$ cat config.mk
export PLATFORM = sky130hd
export DESIGN_NAME = urp_pcie_pkt_fifo
export DESIGN_NICKNAME = d
export VERILOG_FILES = /design/src/rtl/urp_pcie_pkt_fifo.sv
export SDC_FILE = /design/constraint.sdc
export NUM_CORES = 1
export LEC_CHECK = 0
export CORE_UTILIZATION = 44
export CTS_BUF_LIST = sky130_fd_sc_hd__clkbuf_8 sky130_fd_sc_hd__clkbuf_16
export CTS_CLUSTER_DIAMETER = 80
export DETAILED_ROUTE_END_ITERATION = 7
export HOLD_SLACK_MARGIN = 0.08
export SETUP_SLACK_MARGIN = 0.02
export SLEW_MARGIN = 10
export SYNTH_ARGS = -nofsm -noshare
export SYNTH_HDL_FRONTEND = slang
export SYNTH_SLANG_ARGS = --single-unit
$ cat constraint.sdc
create_clock -name clk -period 4.6 [get_ports clk]
set_input_delay 0.92 -clock clk [delete_from_list [all_inputs] [get_ports clk]]
set_output_delay 0.92 -clock clk [all_outputs]
set_load 0.005 [all_outputs]
$ cat src/rtl/urp_pcie_pkt_fifo.sv
// urp_pcie_pkt_fifo
// Synchronous packet FIFO between the PCIe TLP formatter and the link-side
// transmit path. Valid/ready on both sides, per-word last flag,
// first-word-fall-through read port, registered status flags, word and
// packet occupancy counts, and a synchronous flush.
// Optional build macro: URP_PCIE_PKT_FIFO_SAF_EN selects store-and-forward
// release (a packet is presented only once its last word is stored).
module urp_pcie_pkt_fifo #(
    parameter int DEPTH_LG2    = 4,
    parameter int DATA_WIDTH   = 32,
    parameter int AFULL_THRES  = (1 << DEPTH_LG2) - 1,
    parameter int AEMPTY_THRES = 1
) (
    input  logic                  clk,
    input  logic                  rst,
    input  logic                  flush_i,
    input  logic                  s_valid_i,
    output logic                  s_ready_o,
    input  logic [DATA_WIDTH-1:0] s_data_i,
    input  logic                  s_last_i,
    output logic                  m_valid_o,
    input  logic                  m_ready_i,
    output logic [DATA_WIDTH-1:0] m_data_o,
    output logic                  m_last_o,
    output logic                  afull_o,
    output logic                  aempty_o,
    output logic [DEPTH_LG2:0]    cnt_o,
    output logic [DEPTH_LG2:0]    pkt_cnt_o
);

    localparam int              DEPTH    = 1 << DEPTH_LG2;
    localparam int              PW       = DEPTH_LG2 + 1;
    localparam logic [PW-1:0]   AFULL_T  = PW'(AFULL_THRES);
    localparam logic [PW-1:0]   AEMPTY_T = PW'(AEMPTY_THRES);
    localparam logic [PW-1:0]   ONE      = PW'(1);

    // Storage is deliberately left unreset; contents are qualified by m_valid_o.
    logic [DATA_WIDTH-1:0] mem_data [DEPTH];
    logic                  mem_last [DEPTH];

    logic [PW-1:0] wrptr_q, rdptr_q, wrptr_nxt, rdptr_nxt;
    logic [PW-1:0] cnt_q, cnt_nxt, pkt_q, pkt_nxt;
    logic          s_ready_q, afull_q, aempty_q, empty_q;
    logic          empty_nxt, full_nxt, afull_nxt, aempty_nxt;
    logic          push, pop, m_valid;

    assign push = s_valid_i & s_ready_q;
    assign pop  = m_valid & m_ready_i;

`ifdef URP_PCIE_PKT_FIFO_SAF_EN
    // Escape from the full-with-no-complete-packet deadlock: once the FIFO
    // fills without a stored last word, words flow cut-through until the
    // next last word leaves the FIFO.
    logic esc_q, esc_nxt, stuck;

    assign stuck   = ~s_ready_q & (pkt_q == '0);
    assign m_valid = ~empty_q & ((pkt_q != '0) | esc_q | stuck);

    // Escape flag next state: flush and a last-word pop end it, a stuck full FIFO starts it.
    always_comb begin
        esc_nxt = esc_q;
        if (flush_i)
            esc_nxt = 1'b0;
        else if (pop & m_last_o)
            esc_nxt = 1'b0;
        else if (stuck)
            esc_nxt = 1'b1;
    end

    // Escape flag register.
    always_ff @(posedge clk or posedge rst) begin
        if (rst)
            esc_q <= 1'b0;
        else
            esc_q <= esc_nxt;
    end
`else
    assign m_valid = ~empty_q;
`endif

    assign m_valid_o = m_valid;
    assign m_data_o  = mem_data[rdptr_q[DEPTH_LG2-1:0]];
    assign m_last_o  = mem_last[rdptr_q[DEPTH_LG2-1:0]];
    assign s_ready_o = s_ready_q;
    assign afull_o   = afull_q;
    assign aempty_o  = aempty_q;
    assign cnt_o     = cnt_q;
    assign pkt_cnt_o = pkt_q;

    // Next-state pointers, counts and flags; flush overrides any handshake.
    always_comb begin
        wrptr_nxt = wrptr_q + (push ? ONE : '0);
        rdptr_nxt = rdptr_q + (pop ? ONE : '0);
        pkt_nxt   = pkt_q + ((push & s_last_i) ? ONE : '0) - ((pop & m_last_o) ? ONE : '0);
        if (flush_i) begin
            wrptr_nxt = '0;
            rdptr_nxt = '0;
            pkt_nxt   = '0;
        end
        cnt_nxt    = wrptr_nxt - rdptr_nxt;
        empty_nxt  = (wrptr_nxt == rdptr_nxt);
        full_nxt   = (wrptr_nxt[DEPTH_LG2-1:0] == rdptr_nxt[DEPTH_LG2-1:0]) &&
                     (wrptr_nxt[DEPTH_LG2] != rdptr_nxt[DEPTH_LG2]);
        afull_nxt  = (cnt_nxt >= AFULL_T);
        aempty_nxt = (cnt_nxt <= AEMPTY_T);
    end

    // Control state register; reset discards contents by clearing the pointers.
    always_ff @(posedge clk or posedge rst) begin
        if (rst) begin
            wrptr_q   <= '0;
            rdptr_q   <= '0;
            cnt_q     <= '0;
            pkt_q     <= '0;
            s_ready_q <= 1'b1;
            afull_q   <= 1'b0;
            aempty_q  <= 1'b1;
            empty_q   <= 1'b1;
        end else begin
            wrptr_q   <= wrptr_nxt;
            rdptr_q   <= rdptr_nxt;
            cnt_q     <= cnt_nxt;
            pkt_q     <= pkt_nxt;
            s_ready_q <= ~full_nxt;
            afull_q   <= afull_nxt;
            aempty_q  <= aempty_nxt;
            empty_q   <= empty_nxt;
        end
    end

    // Payload write on an accepted push; a push dropped by flush is never stored.
    always_ff @(posedge clk) begin
        if (push & ~flush_i) begin
            mem_data[wrptr_q[DEPTH_LG2-1:0]] <= s_data_i;
            mem_last[wrptr_q[DEPTH_LG2-1:0]] <= s_last_i;
        end
    end

endmodule

======== Word level (Yosys, flattened, before mapping) ========
Memories as Yosys holds them, arrays and structs flattened.
Index checks and enable logic that the tools add are counted.
word-level totals
  register bits ........................... 24
  memory bits (writable) .................. 528
  bits of input ports ..................... 38
  word-level logic and storage cells ...... 38
  memories ................................ 2
cells by class
  add/subtract/negate cells ............... 5
  magnitude comparators ................... 2
  eq/ne operators ......................... 3
  muxes and demuxes ....................... 9
  bitwise logic cells ..................... 8
  reduce and logical (&&, ||, !) cells .... 1
memory list
  memory    depth  width  read ports  clocked after memory_dff  wr ports  line  source
  mem_data  16     32     1           0                         1         38    logic [DATA_WIDTH-1:0] mem_data [DEPTH];
  mem_last  16     1      1           0                         1         39    logic mem_last [DEPTH];
operators with widths
  kind                                                             number
  adder 5 x 1 -> 5 bit                                             3
  2-to-1 mux 5 bit                                                 3
  2-to-1 mux 1 bit                                                 6
  AND 1 bit                                                        5
  == test 5 bit                                                    1
  >= comparator 5 x 4 -> 1 bit (second input constant)             1
  less-or-equal comparator 5 x 1 -> 1 bit (second input constant)  1
  subtractor 5 x 1 -> 5 bit                                        1
  subtractor 5 bit                                                 1
  == test 4 bit                                                    1
  NOT 1 bit                                                        3
  logical AND 1 bit                                                1
  inequality test 1 bit                                            1

======== Depth between registers and ports, before layout ========
Gate-level depths: netlist (run 1).
  word-level depth ........................ 8
  depth in mapped cells ................... 13
  mapped depth without buffers ............ 12

======== Least setup slack after synthesis (run 1) ========
No wires, ideal clock.
  path type ............................... input to register
  from .................................... input port flush_i
  to ...................................... memory mem_data[0][0] (enable)
  arrival ................................. 4.013 ns
  slack ................................... 0.123 ns
  stages on the path ...................... 3
  cells stage by stage .................... buf_2 > or4_2 > nor3_1
between the ends
  longest elaborated chain between the ends .. 4
ends and longest elaborated chain
  item                                    line  source
  start, declared                         16    input logic flush_i,
  NOT 1 bit                               133   if (push & ~flush_i) begin
  AND 1 bit                               133
  2-to-1 mux 1 bit                        133
  2-to-1 mux 1 bit (not written as such)  134   mem_data[wrptr_q[DEPTH_LG2-1:0]] <= s_data_i;
  end, declared                           38
Every way passes these cells.

======== Worst setup path after layout (run 1) ========
  from .................................... register rdptr_q[2]
  to ...................................... output port m_data_o[23]
between the ends
  longest elaborated chain between the ends .. 1
ends and longest elaborated chain
  item                       line  source
  start, declared            41    logic [PW-1:0] wrptr_q, rdptr_q, wrptr_nxt, rdptr_nxt;
  start signal, assigned     121   rdptr_q <= rdptr_nxt;
  memory read (16 x 32 bit)  n/a
  end, declared              23    output logic [DATA_WIDTH-1:0] m_data_o,
Every way passes these cells.

==> flow_metrics.env, run 1 <==
export IMPL_fin_crit_ns=4.22
export IMPL_fmax_mhz=237
export IMPL_ys_ff_latch=552
export IMPL_syn_to_final_growth_pct=17.8
export IMPL_die_x_um=223
export IMPL_postCtsSetupRepairBufs=0
export IMPL_path_class="flop to output port"
export IMPL_worstSkewPairLatency_ns=0.61
export IMPL_maxCapViolCount=0
export IMPL_skew_ns=0.0147
export IMPL_syn_inst=1081
export IMPL_async_reset_ff_share_pct=4.35
export IMPL_gp_congestion=0.724
export IMPL_cts_tree="yes"
export IMPL_slew_headroom_pct=40.2
export IMPL_place_hpwl_um=25600
export IMPL_synth_area_per_cell_um2=19.8
export IMPL_finalSetupViolations=0
export IMPL_wl_um=45300
export IMPL_grt_usage_pct=18.7
export IMPL_io_pins=85
export IMPL_cts_hold_buf=0
export IMPL_pwr_share_clk_pct=40.6
export IMPL_grt_max_degree=45
export IMPL_cp_start_kind="flop"
export IMPL_first_iter_violations=694
export IMPL_fin_crit_sh_pct=91.7
export IMPL_fin_tns_setup_ns=0
export IMPL_status="finished clean"
export IMPL_grt_first_pass_wirelength_um=68600
export IMPL_tightest_slew_ns=0.896
export IMPL_p_sw_share_pct=22.0
export IMPL_dr_pass1_iters=4
export IMPL_arrival_ns=3.30
export IMPL_cp_max_fo=42
export IMPL_yosys_warnings=0
export IMPL_clock_sinks=552
export IMPL_hold_path_class="flop to flop"
export IMPL_initial_core_util_pct=44.7
export IMPL_finalNetCount=1253
export IMPL_cp_top_family="buffers and inverters"
export IMPL_synth_area_um2=21500
export IMPL_io_buffers=84
export IMPL_cp_slowest_stage_delay_ns=0.58
export IMPL_synth_fp_nets=1134
export IMPL_final_core_util_pct=52.7
export IMPL_p_per_area_nw_per_um2=475
export IMPL_path_buf_inv=2
export IMPL_ant_nets=0
export IMPL_combPwrFrac_pct=12.3
export IMPL_crit_slowest_cell="dfrtp_2"
export IMPL_dieHeight_um=223
export IMPL_htree_levels=2
export IMPL_hold_worst_slack_ns=0.641
export IMPL_synth_cell_types=39
export IMPL_grt_antenna_before_repair=0
export IMPL_wl_per_cell_um=24.4
export IMPL_p_int_w=0.00937
export IMPL_path_clk_slew_ns=0.06
export IMPL_synth_edf_count=528
export IMPL_core_um2=47900
export IMPL_pwr_share_seq_pct=47.1
export IMPL_rows=80
export IMPL_dr_total_vias=10438
export IMPL_rsz0062_at_grt="no"
export IMPL_vdd_drop_max_mv=0.329
export IMPL_clockBufferDepth=3
export IMPL_power_switching_w=0.00264
export IMPL_first_global_vias=10953
export IMPL_worstPathCellList="and2_2 > buf_12 > a221oi_1 > a22oi_1 > nand2_1 > clkdlybuf4s50_1"
export IMPL_maxSlewViolCount=0
export IMPL_vias_per_cell=5.61
export IMPL_drive_above_1_share_pct=17.6
export IMPL_num_fill_cells=3741
export IMPL_diodes=0
export IMPL_ctsResizeCount=0
export IMPL_required_ns=3.68
export IMPL_cts_made_buffers=56
export IMPL_end_kind="output port"
export IMPL_dieArea_um2=49600
export IMPL_synth_main_ff_cell="edfxtp_1"
export IMPL_overflow=0
export IMPL_drc_errors=0
export IMPL_hold_viol_final=0
export IMPL_clk_root_buffer_cell="clkbuf_16"
export IMPL_synth_seq_area_share_pct=76.7
export IMPL_leakagePower_nw=8.09
-- synthesized netlist by cell type, drive strengths merged, types with 4 or more instances --
master / n / area share, %
nor2: 22 / 0.38
edfxtp: 528 / 74
buf: 32 / 0.97
xnor2: 5 / 0.20
mux2i: 130 / 6.1
a21oi: 5 / 0.12
clkbuf: 25 / 0.44
xor2: 6 / 0.24
nor3: 5 / 0.12
nor2b: 8 / 0.23
o21ai: 33 / 0.77
dfrtp: 21 / 2.4
nand2b: 5 / 0.15
nand3: 4 / 0.12
a221oi: 64 / 2.6
inv: 15 / 0.26
mux4: 68 / 7.1
ha: 13 / 0.76
nand2: 40 / 0.70
a22oi: 32 / 1.1
-- layout make-up --
cell class / count / area, µm² / area share, %
clock inverter: 46 / 577 / 2.28
inverter: 15 / 56.3 / 0.223
sequential: 552 / 16500 / 65.2
multi-input combinational: 457 / 4760 / 18.8
tap: 615 / 769 / 3.04
timing repair buffer: 118 / 1250 / 4.93
clock buffer: 56 / 1400 / 5.54
-- cells in the final DEF (no fill, tap or decap), drive strengths merged, types with 6 or more instances in the layout --
cell type / netlist / routed
a221oi: 64 / 64
a22oi: 32 / 32
buf: 32 / 34
bufinv: 0 / 14
clkbuf: 25 / 56
clkdlybuf4s50: 0 / 84
clkinv: 0 / 25
dfrtp: 21 / 21
edfxtp: 528 / 528
ha: 13 / 13
inv: 15 / 22
mux2i: 130 / 130
mux4: 68 / 68
nand2: 40 / 40
nor2: 22 / 22
nor2b: 8 / 8
o21ai: 33 / 33
xor2: 6 / 6
-- cell families after synthesis --
family	Yosys count	synth area share, %
multiplexers	199	13.3
AO/OA/AOI/OAI	139	4.81
flip-flops	552	76.7
adder cells (fa/ha/maj)	15	0.945
AND/OR/NAND/NOR	92	1.99
XOR/XNOR	12	0.560
buffers and inverters	72	1.67
-- through the flow --
stage	power (W)	instances	instance area (µm²)	setup WS, ns
global placement	0.00726	1757	23300	0.956
floorplan	0.00673	1081	21500	0.123
CTS	0.0121	1859	25300	0.363
global route	0.0124	1859	25300	0.186
finish	0.0120	1859	25300	0.382
detailed placement	0.00727	1757	23300	0.924
-- tightest hold or removal path: stages (launching register included) --
cell     delay [ns]
dfrtp_1        0.36
ha_1           0.13
nor2b_1        0.11
-- path summary, 6_finish.rpt --
| check | startpoint | endpoint | slack, ns | depth (start not counted) |
|---|---|---|---|---|
| setup / recovery | rdptr_q[2] | m_data_o[23] | 0.38 | 6 |
| hold / removal | pkt_cnt_o[0] | pkt_cnt_o[0] | 0.64 | 2 |
| setup reg to reg | rdptr_q[2] | pkt_cnt_o[4] | 1.04 | 13 |
| hold reg to reg | pkt_cnt_o[0] | pkt_cnt_o[0] | 0.64 | 2 |
| max in group asynchronous | rst | rdptr_q[1] | 3.13 | 2 |
| min in group asynchronous | rst | pkt_cnt_o[4] | 0.82 | 2 |
-- state kept, by name (all words and copies together) (netlist names) --
name / cells
mem_data: 512
mem_last: 16
cnt_o: 5
pkt_cnt_o: 5
rdptr_q: 5
wrptr_q: 5
aempty_o: 1
afull_o: 1
empty_q: 1
s_ready_o: 1
-- metal layers --
metal  GRT usage (%)  share of wire (%)
met1            26.3                 46
met2            30.1                 48
met3            3.68                4.6
met4            4.65                1.6
met5               0                  0
-- power groups by stage --
stage | Sequential (W) | Clock, W | Combinational (W)
floorplan | 0.00573 | 0 | 0.00100
global placement | 0.00576 | 0 | 0.00150
detailed placement | 0.00577 | 0 | 0.00150
CTS | 0.00566 | 0.00497 | 0.00151
global route | 0.00567 | 0.00515 | 0.00161
finish | 0.00566 | 0.00487 | 0.00148
Note: power is estimated with default switching activity, not from simulation.
==> run 2: changes to the inputs <==
Settings changed: CORE_UTILIZATION 44 to 55, CTS_BUF_LIST sky130_fd_sc_hd__clkbuf_8 sky130_fd_sc_hd__clkbuf_16 to not set, PLACE_DENSITY set to 0.73.
==> run 2 against run 1 <==
Against the previous run: sequential power about the same; die area decreased by 20%; non-clock buffer count decreased by 3; count of clock-buffer cells in the layout increased by 12; clock power decreased by 19%; largest power group unchanged.
==> flow_metrics.env, run 2 (synthesis results as in run 1) <==
export IMPL_path_buf_inv=2
export IMPL_hold_path_class="flop to flop"
export IMPL_cts_made_buffers=53
export IMPL_hold_viol_final=0
export IMPL_vdd_drop_max_mv=0.335
export IMPL_cts_tree="yes"
export IMPL_htree_levels=2
export IMPL_initial_core_util_pct=56.4
export IMPL_fin_crit_sh_pct=90.9
export IMPL_cp_slowest_stage_delay_ns=0.75
export IMPL_grt_usage_pct=22.9
export IMPL_place_hpwl_um=24600
export IMPL_fin_crit_ns=4.18
export IMPL_final_cell_mix="528 x edfxtp_1, 129 x mux2i_1, 84 x clkdlybuf4s50_1"
export IMPL_p_per_area_nw_per_um2=448
export IMPL_tightest_slew_ns=0.876
export IMPL_status="finished clean"
export IMPL_path_clk_slew_ns=0.06
export IMPL_end_kind="output port"
export IMPL_pwr_share_clk_pct=35.7
export IMPL_fmax_mhz=239
export IMPL_syn_to_final_growth_pct=15.3
export IMPL_wl_met1_um=18300
export IMPL_worstPathCellList="nor2b_4 > buf_12 > a221oi_1 > a22oi_1 > nand2_1 > clkdlybuf4s50_1"
export IMPL_finalSetupViolations=0
export IMPL_skew_ns=0.0185
export IMPL_p_int_w=0.00854
export IMPL_drc_errors=0
export IMPL_clock_sinks=552
export IMPL_dr_pass1_iters=5
export IMPL_final_core_util_pct=65.1
export IMPL_wl_um=43800
export IMPL_combPwrFrac_pct=13.2
export IMPL_cp_max_fo=52
export IMPL_met3WireLength_um=2510
export IMPL_vias_per_cell=6.13
export IMPL_grt_first_pass_wirelength_um=66100
export IMPL_grt_max_degree=82
export IMPL_dieHeight_um=200
export IMPL_clk_root_buffer_cell="clkbuf_16"
export IMPL_gp_congestion=0.782
export IMPL_rsz0062_at_grt="no"
export IMPL_arrival_ns=3.26
export IMPL_required_ns=3.68
export IMPL_grt_antenna_before_repair=1
export IMPL_dr_total_vias=10732
export IMPL_pwr_share_seq_pct=51.1
export IMPL_clockBufferDepth=3
export IMPL_postCtsSetupRepairBufs=0
export IMPL_io_pins=85
export IMPL_cts_hold_buf=0
export IMPL_largest_register_ff_count=512
export IMPL_cp_start_kind="flop"
export IMPL_dieArea_um2=39800
export IMPL_die_x_um=200
export IMPL_maxSlewViolCount=0
export IMPL_first_iter_violations=751
export IMPL_highest_layer="met4"
export IMPL_path_class="flop to output port"
export IMPL_wl_per_cell_um=25.0
export IMPL_layout_commonest_cell="edfxtp_1"
export IMPL_first_global_vias=10985
export IMPL_overflow=0
export IMPL_finalNetCount=1247
export IMPL_ctsResizeCount=0
export IMPL_wl_met2_um=21800
export IMPL_leakagePower_nw=7.85
export IMPL_power_switching_w=0.00253
export IMPL_p_sw_share_pct=22.9
export IMPL_ant_nets=0
export IMPL_num_fill_cells=2595
export IMPL_cp_top_family="buffers and inverters"
export IMPL_worstSkewPairLatency_ns=0.59
export IMPL_io_buffers=84
export IMPL_fin_tns_setup_ns=0
export IMPL_core_um2=38000
export IMPL_crit_slowest_cell="dfrtp_2"
export IMPL_maxCapViolCount=0
export IMPL_rows=71
export IMPL_drive_above_1_share_pct=16.0
export IMPL_slew_headroom_pct=41.5
run 2: cell count changes in the layout (fill, tap and decap cells not counted), moves of 2 or more:
| cell | delta |
|---|---|
| buf_4 | -6 |
| clkinv_1 | +6 |
| buf_12 | +3 |
| clkbuf_16 | -3 |
| clkbuf_1 | +15 |
| bufinv_16 | -13 |
| clkinv_2 | -2 |
| inv_1 | -6 |
run 2: metal layers:
metal / vias up / GRT usage [%]
met5: - / 0
met4: 0 / 7.75
met3: 79 / 3.61
met2: 367 / 37.4
met1: 5600 / 31.7
li1: 4686 / -
run 2: worst paths after layout:
kind / from / end / slack, ns / cells past startpoint
setup / recovery: rdptr_q[2] / m_data_o[4] / 0.42 / 6
hold / removal: pkt_cnt_o[4] / pkt_cnt_o[4] / 0.65 / 3
setup reg to reg: rdptr_q[2] / pkt_cnt_o[4] / 1.06 / 12
hold reg to reg: pkt_cnt_o[4] / pkt_cnt_o[4] / 0.65 / 3
max in group asynchronous: rst / rdptr_q[0] / 3.15 / 2
min in group asynchronous: rst / pkt_cnt_o[4] / 0.81 / 2
run 2: power by group through the flow:
stage	Clock, W	Combinational, W	Sequential [W]
2_1_floorplan	0	0.00100	0.00573
3_3_place_gp	0	0.00146	0.00577
3_5_place_dp	0	0.00147	0.00577
4_1_cts	0.00401	0.00148	0.00566
5_1_grt	0.00420	0.00158	0.00567
6_report	0.00395	0.00146	0.00566
run 2: stage by stage:
stage / hold slack (ns) / total power (W) / setup slack, ns / cells / cell area, µm²
CTS: 0.660 / 0.0112 / 0.399 / 1749 / 24700
finish: 0.655 / 0.0111 / 0.419 / 1750 / 24700
detailed placement: 0.647 / 0.00724 / 0.910 / 1650 / 23200
global placement: 0.618 / 0.00723 / 0.920 / 1650 / 23200
floorplan: 0.609 / 0.00673 / 0.123 / 1081 / 21500
global route: 0.691 / 0.0115 / 0.275 / 1750 / 24700
run 2: cell type report:
| class | instances | area, µm² | share of cell area [%] |
|---|---|---|---|
| flip-flops and latches | 552 | 16500 | 66.5 |
| multi-input cells | 457 | 4760 | 19.2 |
| clock buffers | 68 | 1380 | 5.59 |
| repair buffers | 115 | 1260 | 5.10 |
| well taps | 511 | 639 | 2.58 |
| clock inverters | 31 | 180 | 0.728 |
| inverters | 15 | 56.3 | 0.228 |
| diodes | 1 | 2.50 | 0.0101 |
run 2: worst reg2reg max path, stage by stage, from the launching register on:
cell and delay [ns]:
dfrtp_2 0.75, mux4_2 0.40, and2_1 0.17, a211oi_1 0.36, and3b_1 0.23, ha_1 0.26
inv_1 0.04, ha_1 0.20, fa_1 0.43, a21o_1 0.19, a21oi_1 0.19, xnor2_1 0.14
nor2_1 0.05
==> run 3: changes to the inputs <==
Settings changed: CAP_MARGIN set to 20, CORE_ASPECT_RATIO set to 0.6, CORE_UTILIZATION 55 to 60, PLACE_DENSITY 0.73 to 0.79.
==> run 3 against run 2 <==
Against the previous run: via count grew 1.9%; sequential power is essentially flat; register-to-register slack lost 0.07 ns; first-iteration DRC count grew 55%; utilization grew 5.3 points; hold slack lost 0.081 ns; clock skew grew 0.0041 ns; combinational power is essentially flat; cell count shrank 3.1%.
==> flow_metrics.env, run 3 (synthesis results as in run 1) <==
export IMPL_wl_um=45900
export IMPL_crit_slowest_cell="dfrtp_4"
export IMPL_dr_total_vias=10932
export IMPL_dieHeight_um=148
export IMPL_initial_core_util_pct=61.2
export IMPL_core_um2=35100
export IMPL_ant_nets=0
export IMPL_grt_antenna_before_repair=1
export IMPL_clk_root_buffer_cell="clkbuf_16"
export IMPL_layout_commonest_cell="edfxtp_1"
export IMPL_path_buf_inv=2
export IMPL_first_global_vias=10966
export IMPL_end_kind="output port"
export IMPL_htree_levels=2
export IMPL_seqCellArea_um2=16500
export IMPL_fin_tns_setup_ns=0
export IMPL_dp_cells=1606
export IMPL_cts_made_buffers=47
export IMPL_cts_hold_buf=0
export IMPL_fin_crit_ns=4.26
export IMPL_finalNetCount=1242
export IMPL_place_hpwl_um=23800
export IMPL_cp_max_fo=77
export IMPL_cp_slowest_stage_delay_ns=0.71
export IMPL_syn_to_final_growth_pct=15.1
export IMPL_path_clk_slew_ns=0.07
export IMPL_clock_sinks=552
export IMPL_rows=53
export IMPL_vias_per_cell=6.45
export IMPL_grt_max_degree=78
export IMPL_num_fill_cells=2068
export IMPL_fin_crit_sh_pct=92.7
export IMPL_overflow=0
export IMPL_postCtsSetupRepairBufs=0
export IMPL_stdcell_area_um2=24700
export IMPL_placed_cell_area_um2=23100
export IMPL_io_pins=85
export IMPL_multiInputGateArea_um2=4760
export IMPL_rsz0062_at_grt="no"
export IMPL_slew_headroom_pct=48.7
export IMPL_io_buffers=84
export IMPL_worstPathCellList="buf_12 > mux2i_1 > a221oi_1 > o21ai_0 > nand2_1 > clkdlybuf4s50_1"
export IMPL_ctsResizeCount=0
export IMPL_grt_usage_pct=25.9
export IMPL_path_class="flop to output port"
export IMPL_cts_tree="yes"
export IMPL_grt_first_pass_wirelength_um=68600
export IMPL_leakagePower_nw=7.83
export IMPL_worstSkewPairLatency_ns=0.58
export IMPL_required_ns=3.68
export IMPL_hold_viol_final=0
export IMPL_status="finished clean"
export IMPL_largest_register_ff_count=512
export IMPL_wl_per_cell_um=27.0
export IMPL_final_cell_mix="528 x edfxtp_1, 129 x mux2i_1, 84 x clkdlybuf4s50_1"
export IMPL_die_x_um=246
export IMPL_hold_path_class="input pin to asynchronous set/reset pin"
export IMPL_drc_errors=0
export IMPL_cp_top_family="buffers and inverters"
export IMPL_instances_no_fill=1696
export IMPL_tightest_slew_ns=0.770
export IMPL_fmax_mhz=235
export IMPL_vdd_drop_max_mv=0.403
export IMPL_dieArea_um2=36500
export IMPL_clockBufferDepth=3
export IMPL_cp_start_kind="flop"
export IMPL_final_core_util_pct=70.4
export IMPL_maxSlewViolCount=0
export IMPL_p_per_area_nw_per_um2=451
export IMPL_dr_pass1_iters=5
export IMPL_skew_ns=0.0226
export IMPL_gp_congestion=0.780
export IMPL_finalSetupViolations=0
export IMPL_arrival_ns=3.34
export IMPL_drive_above_1_share_pct=16.1
export IMPL_first_iter_violations=1166
export IMPL_maxCapViolCount=0
==> run 3: power breakdown <==
group	switching (W)	internal [W]
Sequential	0.0000677	0.00559
Clock	0.00175	0.00226
Combinational	0.000682	0.000777
==> run 3: final cells by class <==
type                    instances  share of cell area [%]
flip-flops and latches        552                    66.7
diodes                          1                  0.0101
inverters                      15                   0.228
clock inverters                31                    1.28
multi-input cells             457                    19.3
clock buffers                  57                    5.00
repair buffers                116                    5.12
well taps                     467                    2.37
==> run 3: final timing paths <==
| check | to | depth (start not counted) | slack (ns) | start |
|---|---|---|---|---|
| worst max-delay path | m_data_o[19] | 6 | 0.34 | rdptr_q[0] |
| worst max register to register | pkt_cnt_o[4] | 12 | 0.99 | rdptr_q[0] |
| max in group asynchronous | aempty_o | 3 | 3.56 | rst |
| min in group clk | pkt_cnt_o[4] | 3 | 0.64 | pkt_cnt_o[4] |
| worst min register to register | pkt_cnt_o[4] | 3 | 0.64 | pkt_cnt_o[4] |
| worst min-delay path | pkt_cnt_o[1] | 2 | 0.57 | rst |
==> run 3: worst reg2reg max path, stage by stage, from the launching register on <==
cell and delay (ns):
dfrtp_4 0.71, mux4_2 0.55, and2_1 0.17, a211oi_1 0.31
and3b_1 0.22, ha_1 0.27, inv_1 0.04, ha_1 0.20
fa_1 0.44, a21o_1 0.19, a21oi_1 0.18, xnor2_1 0.14
nor2_1 0.05
==> run 3: routing by layer <==
layer	track usage [%]	part of all wire (%)	vias to the layer above
li1	-	-	4672
met1	38.7	42	5679
met2	40.3	48	515
met3	4.80	8.0	64
met4	6.18	1.6	2
met5	0	0.14	-
==> run 3: metrics by stage <==
| stage | hold WS (ns) | power, W | setup WS [ns] |
|---|---|---|---|
| after global placement | 0.626 | 0.00719 | 0.968 |
| after floorplan | 0.609 | 0.00673 | 0.123 |
| after CTS | 0.649 | 0.0112 | 0.295 |
| after global routing | 0.591 | 0.0115 | 0.0551 |
| final | 0.574 | 0.0111 | 0.337 |
| after detailed placement | 0.641 | 0.00722 | 0.936 |
